`src/rtl/muldiv_unit.sv`:
```
// Iterative MIPS multiply/divide unit holding HI/LO; one result bit per clock.
// Define MULDIV_DIV_EN to build the divider (DIV/DIVU and divide-by-zero reporting).
module muldiv_unit #(
    parameter int unsigned WIDTH = 32
) (
    input  logic             clk,
    input  logic             reset,
    input  logic             start,
    input  logic [1:0]       op,
    input  logic [WIDTH-1:0] a,
    input  logic [WIDTH-1:0] b,
    input  logic             hi_we,
    input  logic             lo_we,
    input  logic [WIDTH-1:0] wd,
    output logic             busy,
    output logic             done,
    output logic             divzero,
    output logic [WIDTH-1:0] hi,
    output logic [WIDTH-1:0] lo
);
    localparam int unsigned CntW = $clog2(WIDTH);
    localparam logic [CntW-1:0] CntLast = CntW'(WIDTH - 1);

    typedef enum logic [1:0] {StIdle, StRun, StFix} state_e;

    state_e             state_q, state_d;
    logic [CntW-1:0]    cnt_q, cnt_d;
    logic [2*WIDTH-1:0] acc_q, acc_d;
    logic [WIDTH-1:0]   opnd_q, opnd_d;
    logic               neg_q, neg_d;
    logic [WIDTH-1:0]   hi_q, hi_d, lo_q, lo_d;
    logic               done_q, done_d;

    logic               sa, sb, accept;
    logic [WIDTH-1:0]   mag_a, mag_b;
    logic [WIDTH:0]     sum;
    logic [2*WIDTH-1:0] prod;

`ifdef MULDIV_DIV_EN
    logic               is_div_q, is_div_d;
    logic               neg_rem_q, neg_rem_d;
    logic               dz_q, dz_d;
    logic               divzero_q, divzero_d;
    logic [WIDTH-1:0]   rem_q, rem_d;
    logic [WIDTH:0]     shifted;
    logic [WIDTH-1:0]   quo, rem;

    assign accept  = start && (state_q == StIdle);
    assign divzero = divzero_q;
`else
    assign accept  = start && (state_q == StIdle) && !op[1];
    assign divzero = 1'b0;
`endif

    // op[0] set means unsigned, so no sign flags
    assign sa    = ~op[0] & a[WIDTH-1];
    assign sb    = ~op[0] & b[WIDTH-1];
    assign mag_a = sa ? -a : a;
    assign mag_b = sb ? -b : b;

    always_comb begin
        state_d = state_q;
        cnt_d   = cnt_q;
        acc_d   = acc_q;
        opnd_d  = opnd_q;
        neg_d   = neg_q;
        hi_d    = hi_q;
        lo_d    = lo_q;
        done_d  = 1'b0;
        sum     = '0;
        prod    = '0;
`ifdef MULDIV_DIV_EN
        is_div_d  = is_div_q;
        neg_rem_d = neg_rem_q;
        dz_d      = dz_q;
        divzero_d = 1'b0;
        rem_d     = rem_q;
        shifted   = '0;
        quo       = '0;
        rem       = '0;
`endif
        unique case (state_q)
            StIdle: begin
                if (accept) begin
                    cnt_d   = '0;
                    neg_d   = sa ^ sb;
                    state_d = StRun;
`ifdef MULDIV_DIV_EN
                    is_div_d  = op[1];
                    neg_rem_d = sa;
                    dz_d      = 1'b0;
                    rem_d     = '0;
                    if (op[1]) begin
                        acc_d  = {{WIDTH{1'b0}}, mag_a};
                        opnd_d = mag_b;
                        // Divide by zero skips RUN; acc carries the final HI/LO pair
                        if (b == '0) begin
                            acc_d   = {a, {WIDTH{1'b1}}};
                            dz_d    = 1'b1;
                            state_d = StFix;
                        end
                    end else begin
                        acc_d  = {{WIDTH{1'b0}}, mag_b};
                        opnd_d = mag_a;
                    end
`else
                    acc_d  = {{WIDTH{1'b0}}, mag_b};
                    opnd_d = mag_a;
`endif
                end else begin
                    if (hi_we) hi_d = wd;
                    if (lo_we) lo_d = wd;
                end
            end
            StRun: begin
                cnt_d = cnt_q + CntW'(1);
                if (cnt_q == CntLast) state_d = StFix;
`ifdef MULDIV_DIV_EN
                if (is_div_q) begin
                    shifted = {rem_q, acc_q[WIDTH-1]};
                    if (shifted >= {1'b0, opnd_q}) begin
                        rem_d              = shifted[WIDTH-1:0] - opnd_q;
                        acc_d[WIDTH-1:0]   = {acc_q[WIDTH-2:0], 1'b1};
                    end else begin
                        rem_d              = shifted[WIDTH-1:0];
                        acc_d[WIDTH-1:0]   = {acc_q[WIDTH-2:0], 1'b0};
                    end
                end else
`endif
                begin
                    // Upper half accumulates; multiplier bits shift out of the lower half
                    sum   = {1'b0, acc_q[2*WIDTH-1:WIDTH]} +
                            (acc_q[0] ? {1'b0, opnd_q} : {(WIDTH+1){1'b0}});
                    acc_d = {sum, acc_q[WIDTH-1:1]};
                end
            end
            StFix: begin
                state_d = StIdle;
                done_d  = 1'b1;
`ifdef MULDIV_DIV_EN
                divzero_d = dz_q;
                quo       = neg_q ? -acc_q[WIDTH-1:0] : acc_q[WIDTH-1:0];
                rem       = neg_rem_q ? -rem_q : rem_q;
                if (dz_q) begin
                    hi_d = acc_q[2*WIDTH-1:WIDTH];
                    lo_d = acc_q[WIDTH-1:0];
                end else if (is_div_q) begin
                    hi_d = rem;
                    lo_d = quo;
                end else
`endif
                begin
                    prod = neg_q ? -acc_q : acc_q;
                    hi_d = prod[2*WIDTH-1:WIDTH];
                    lo_d = prod[WIDTH-1:0];
                end
            end
            default: state_d = StIdle;
        endcase
    end

    always_ff @(posedge clk) begin
        if (reset) begin
            state_q <= StIdle;
            cnt_q   <= '0;
            acc_q   <= '0;
            opnd_q  <= '0;
            neg_q   <= 1'b0;
            hi_q    <= '0;
            lo_q    <= '0;
            done_q  <= 1'b0;
`ifdef MULDIV_DIV_EN
            is_div_q  <= 1'b0;
            neg_rem_q <= 1'b0;
            dz_q      <= 1'b0;
            divzero_q <= 1'b0;
            rem_q     <= '0;
`endif
        end else begin
            state_q <= state_d;
            cnt_q   <= cnt_d;
            acc_q   <= acc_d;
            opnd_q  <= opnd_d;
            neg_q   <= neg_d;
            hi_q    <= hi_d;
            lo_q    <= lo_d;
            done_q  <= done_d;
`ifdef MULDIV_DIV_EN
            is_div_q  <= is_div_d;
            neg_rem_q <= neg_rem_d;
            dz_q      <= dz_d;
            divzero_q <= divzero_d;
            rem_q     <= rem_d;
`endif
        end
    end

    assign busy = (state_q != StIdle);
    assign done = done_q;
    assign hi   = hi_q;
    assign lo   = lo_q;

endmodule

```
`config.mk`:
```
export PLATFORM = sky130hd
export DESIGN_NAME = muldiv_unit
export DESIGN_NICKNAME = d
export VERILOG_FILES = /design/src/rtl/muldiv_unit.sv
export SDC_FILE = /design/constraint.sdc
export NUM_CORES = 1
export LEC_CHECK = 0
export CAP_MARGIN = 0
export CORE_AREA = 4 4 202 145
export DETAILED_ROUTE_END_ITERATION = 7
export DIE_AREA = 0 0 206 149
export PLACE_DENSITY = 0.76
export SYNTH_ARGS = -nofsm -noshare
export SYNTH_HDL_FRONTEND = slang
export SYNTH_SLANG_ARGS = --single-unit
export TNS_END_PERCENT = 30
```
`constraint.sdc`:
```
create_clock -name clk -period 3.04 [get_ports clk]
set_input_delay 0.608 -clock clk [delete_from_list [all_inputs] [get_ports clk]]
set_output_delay 0.608 -clock clk [all_outputs]
set_load 0.01 [all_outputs]
```
==> results.py <==
metrics = {
    "outcome": {
        "status": "completed",
    },
    "cts": {
        "postCtsHoldBufs": 0,
        "clkTransAtPathRegs_ns": 0.07,
        "clk_latency_ns": 0.45,
        "clkSinkCount": 169,
        "tritoncts": "done",
        "numCtsBuffers": 17,
        "htreeDepth": 4,
        "root_buffer": "clkbuf_16",
        "cts_buffer_depth": 2,
    },
    "timing": {
        "worst_slew_pin_slew_ns": 0.736,
        "finalClockSkew_ns": 0.0136,
        "fin_setup_tns_ns": 0,
        "setup_viol": 0,
        "maxSlewViolCount": 0,
        "relSlewSlack_pct": 50.8,
        "timing.fmax_ghz": 0.334,
        "setup_ws_ns": 0.0422,
        "holdWs_ns": 0.468,
        "rsz0062_at_grt": "true",
        "fin_crit_ns": 3.00,
        "hold_viol": 0,
        "post-route-period-util_pct": 98.6,
    },
    "power_and_ir_drop": {
        "p_per_area_nw_per_um2": 409,
        "power_mw": 6.14,
        "p_clk_share_pct": 38.0,
        "power_frac_seq_pct": 39.6,
        "p_int_mw": 4.28,
        "p_leak_nw": 5.93,
        "combPwrFrac_pct": 22.4,
        "switchingPower_mw": 1.86,
        "ir_drop_v": 0.000297,
        "switching_share_pct": 30.3,
    },
    "floorplanning": {
        "die_y_um": 149,
        "dieWidth_um": 206,
        "io_pins": 170,
        "initial_core_util_pct": 40.5,
        "core_um2": 27400,
        "die-area_um2": 30700,
        "rows": 51,
    },
    "synth": {
        "synth_compound_area_share_pct": 26.2,
        "synth_xor_area_share_pct": 10.7,
        "synth_area_leaders": "dfxtp_1 30%, xor2_1 7.2%, a21oi_1 7.1%",
        "synth_edf_count": 0,
        "synth-main-ff-cell": "dfxtp_1",
        "yosysTopAreaCellShare_pct": 30.4,
        "syn_area_per_cell_um2": 7.60,
        "yosys.area.top_type": "dfxtp_1",
        "yosys.area_share.simple_pct": 23.6,
        "ys_seq_area_share_pct": 30.4,
        "synth_mux_area_share_pct": 0.360,
        "netlist_area_um2": 11100,
        "ys_top_cells_by_count": "169 x dfxtp_1, 163 x nor2_1, 158 x a21oi_1, 152 x nand2_1, 91 x xor2_1",
        "synth-adder-area-share_pct": 4.34,
        "post_synth_num_cell_types": 70,
        "async_reset_ff_share_pct": 0,
        "synth_nets": 1604,
        "yosysWarningCount": 0,
        "synth_top_family_by_area": "compound AO/OA/AOI/OAI gates",
        "synth_cells": 1463,
        "synth_seq_cells": 169,
        "yosys.cell_count.top_type": "dfxtp_1",
    },
    "layout": {
        "syn_to_final_growth_pct": 34.9,
        "fill_cells": 2541,
        "final_core_util_pct": 54.7,
        "nNetsFinal": 1853,
        "antenna_cells": 0,
        "drive_gt1_share_pct": 15.0,
    },
    "grt": {
        "grt.total_usage_pct": 25.6,
        "grt_max_degree": 67,
        "grt_pass1_wl_mm": 62.2,
        "busiest_layer": "met1",
        "met3_usage_pct": 7.13,
        "met2_usage_pct": 35.1,
        "antenna_found_initial": 0,
        "grt_pass1_vias": 11000,
        "grt-ovfl-total": 0,
        "grtUsageMet1_pct": 39.9,
    },
    "route": {
        "final_antenna_net_count": 0,
        "via_per_inst": 5.78,
        "first_pass_iters": 5,
        "drcViolationCount": 0,
        "vias": 12100,
        "drt_iter0_drc": 1114,
        "postRouteWirelength_mm": 40.6,
        "wl_per_cell_um": 19.4,
    },
    "worst_setup_path": {
        "rr_endpoint": "hi[17]$_SDFFE_PP0P_",
        "rr_worst_depth": 9,
        "crit_type": "reg -> reg",
        "cp.arrival_ns": 3.34,
        "endpoint_kind": "flop",
        "worst_ep_required_time_ns": 3.38,
        "rrSetupSlack_ns": 0.04,
        "rr_startpoint": "acc_q[15]$_SDFFE_PP0P_",
        "cp-start-kind": "flop",
        "cp_max_fo": 6,
    },
    "run": {
        "cap_viol_max_count": 0,
    },
    "hold_path": {
        "hp-start": "opnd_q[28]$_SDFFE_PP0P_",
        "hold_path_class": "reg -> reg",
        "min_path_cells": 2,
        "min_to": "opnd_q[28]$_SDFFE_PP0P_",
    },
    "placed_design": {
        "dp_slack_ns": -0.277,
        "hpwlAfterDp_mm": 31.9,
        "io_buffers": 168,
        "place_congestion": 0.968,
    },
}
-- state kept, by name, summed over array words and instances (netlist names) --
register and flops:
opnd_q 32, state_q 2, cnt_q 5, done 1
lo 32, hi 32, acc_q 64, neg_q 1
-- how the worst max path moves through the flow --
stage / from / end / slack [ns]
finish: acc_q[15]$_SDFFE_PP0P_ / hi[17]$_SDFFE_PP0P_ / 0.04
global route: acc_q[15]$_SDFFE_PP0P_ / hi[17]$_SDFFE_PP0P_ / -0.10
CTS: acc_q[38]$_SDFFE_PP0P_ / hi[17]$_SDFFE_PP0P_ / 0.02
detailed placement: a[13] / opnd_q[24]$_SDFFE_PP0P_ / -0.28
global placement: a[10] / opnd_q[24]$_SDFFE_PP0P_ / -0.26
floorplan: acc_q[0]$_SDFFE_PP0P_ / acc_q[62]$_SDFFE_PP0P_ / 0.03
-- cell families (layout without fill, tap and decap cells) --
| kind of cell | after synthesis | count (layout) |
|---|---|---|
| and+or+nand+nor | 535 | 535 |
| AOI/OAI and AO/OA | 454 | 454 |
| DFF | 169 | 169 |
| xor gates and xnor gates | 136 | 136 |
| buffers and inverters | 126 | 388 |
| adders and majority gates | 38 | 38 |
| muxes | 4 | 4 |
| other | 1 | 1 |
-- critical path, stage by stage (launching register included) --
cell and delay [ns]:
dfxtp_1 0.32, or4_4 0.54, buf_6 0.14, nor4_4 0.27, nand4_1 0.25, or3_4 0.50, o31ai_4 0.27, xnor2_2 0.18
nor2_2 0.07, a2111oi_2 0.35
-- stage by stage --
stage          cells  cell area [um2]
2_1_floorplan   1463            11100
3_3_place_gp    2061            14100
3_5_place_dp    2061            14100
4_1_cts         2094            14800
5_1_grt         2096            15000
6_report        2096            15000
-- placed cells by master (no fill, tap or decap), types with 35 or more instances in the layout --
master / instances
nor2_1: 161
xnor2_1: 44
o21ai_0: 60
nand2_1: 152
buf_4: 157
a21oi_1: 157
xor2_1: 91
ha_1: 35
a211oi_1: 60
dfxtp_1: 167
clkdlybuf4s50_1: 167
-- cell type report --
cell class / count / area [um2] / share of cell area [%]
clock inverter: 15 / 189 / 1.26
clock buffer: 17 / 425 / 2.84
inverter: 26 / 97.6 / 0.650
multi-input combinational: 1168 / 7500 / 50.0
sequential: 169 / 3390 / 22.6
tap: 371 / 464 / 3.09
timing repair buffer: 330 / 2940 / 19.6
-- metal layers --
layer,vias to the layer above,wire [um]
met3,42,4410
met1,5726,19600
met2,553,16100
met4,0,474
met5,-,0
li1,5797,-
-- timing repair --
item / CTS / global route
gates resized for setup: 14 / 37
endpoints found under the setup margin: 17 / 29
pin swaps: 1 / 14
setup buffers: 1 / 3
-- power by group through the flow --
stage                     Sequential [mW]  Combinational (mW)  Clock, mW
after floorplan                      2.48               0.640          0
after global placement               2.47                1.26          0
after detailed placement             2.48                1.29          0
after CTS                            2.43                1.31       2.34
after global routing                 2.44                1.49       2.43
final                                2.43                1.38       2.33
(Power assumes the default switching activity.)
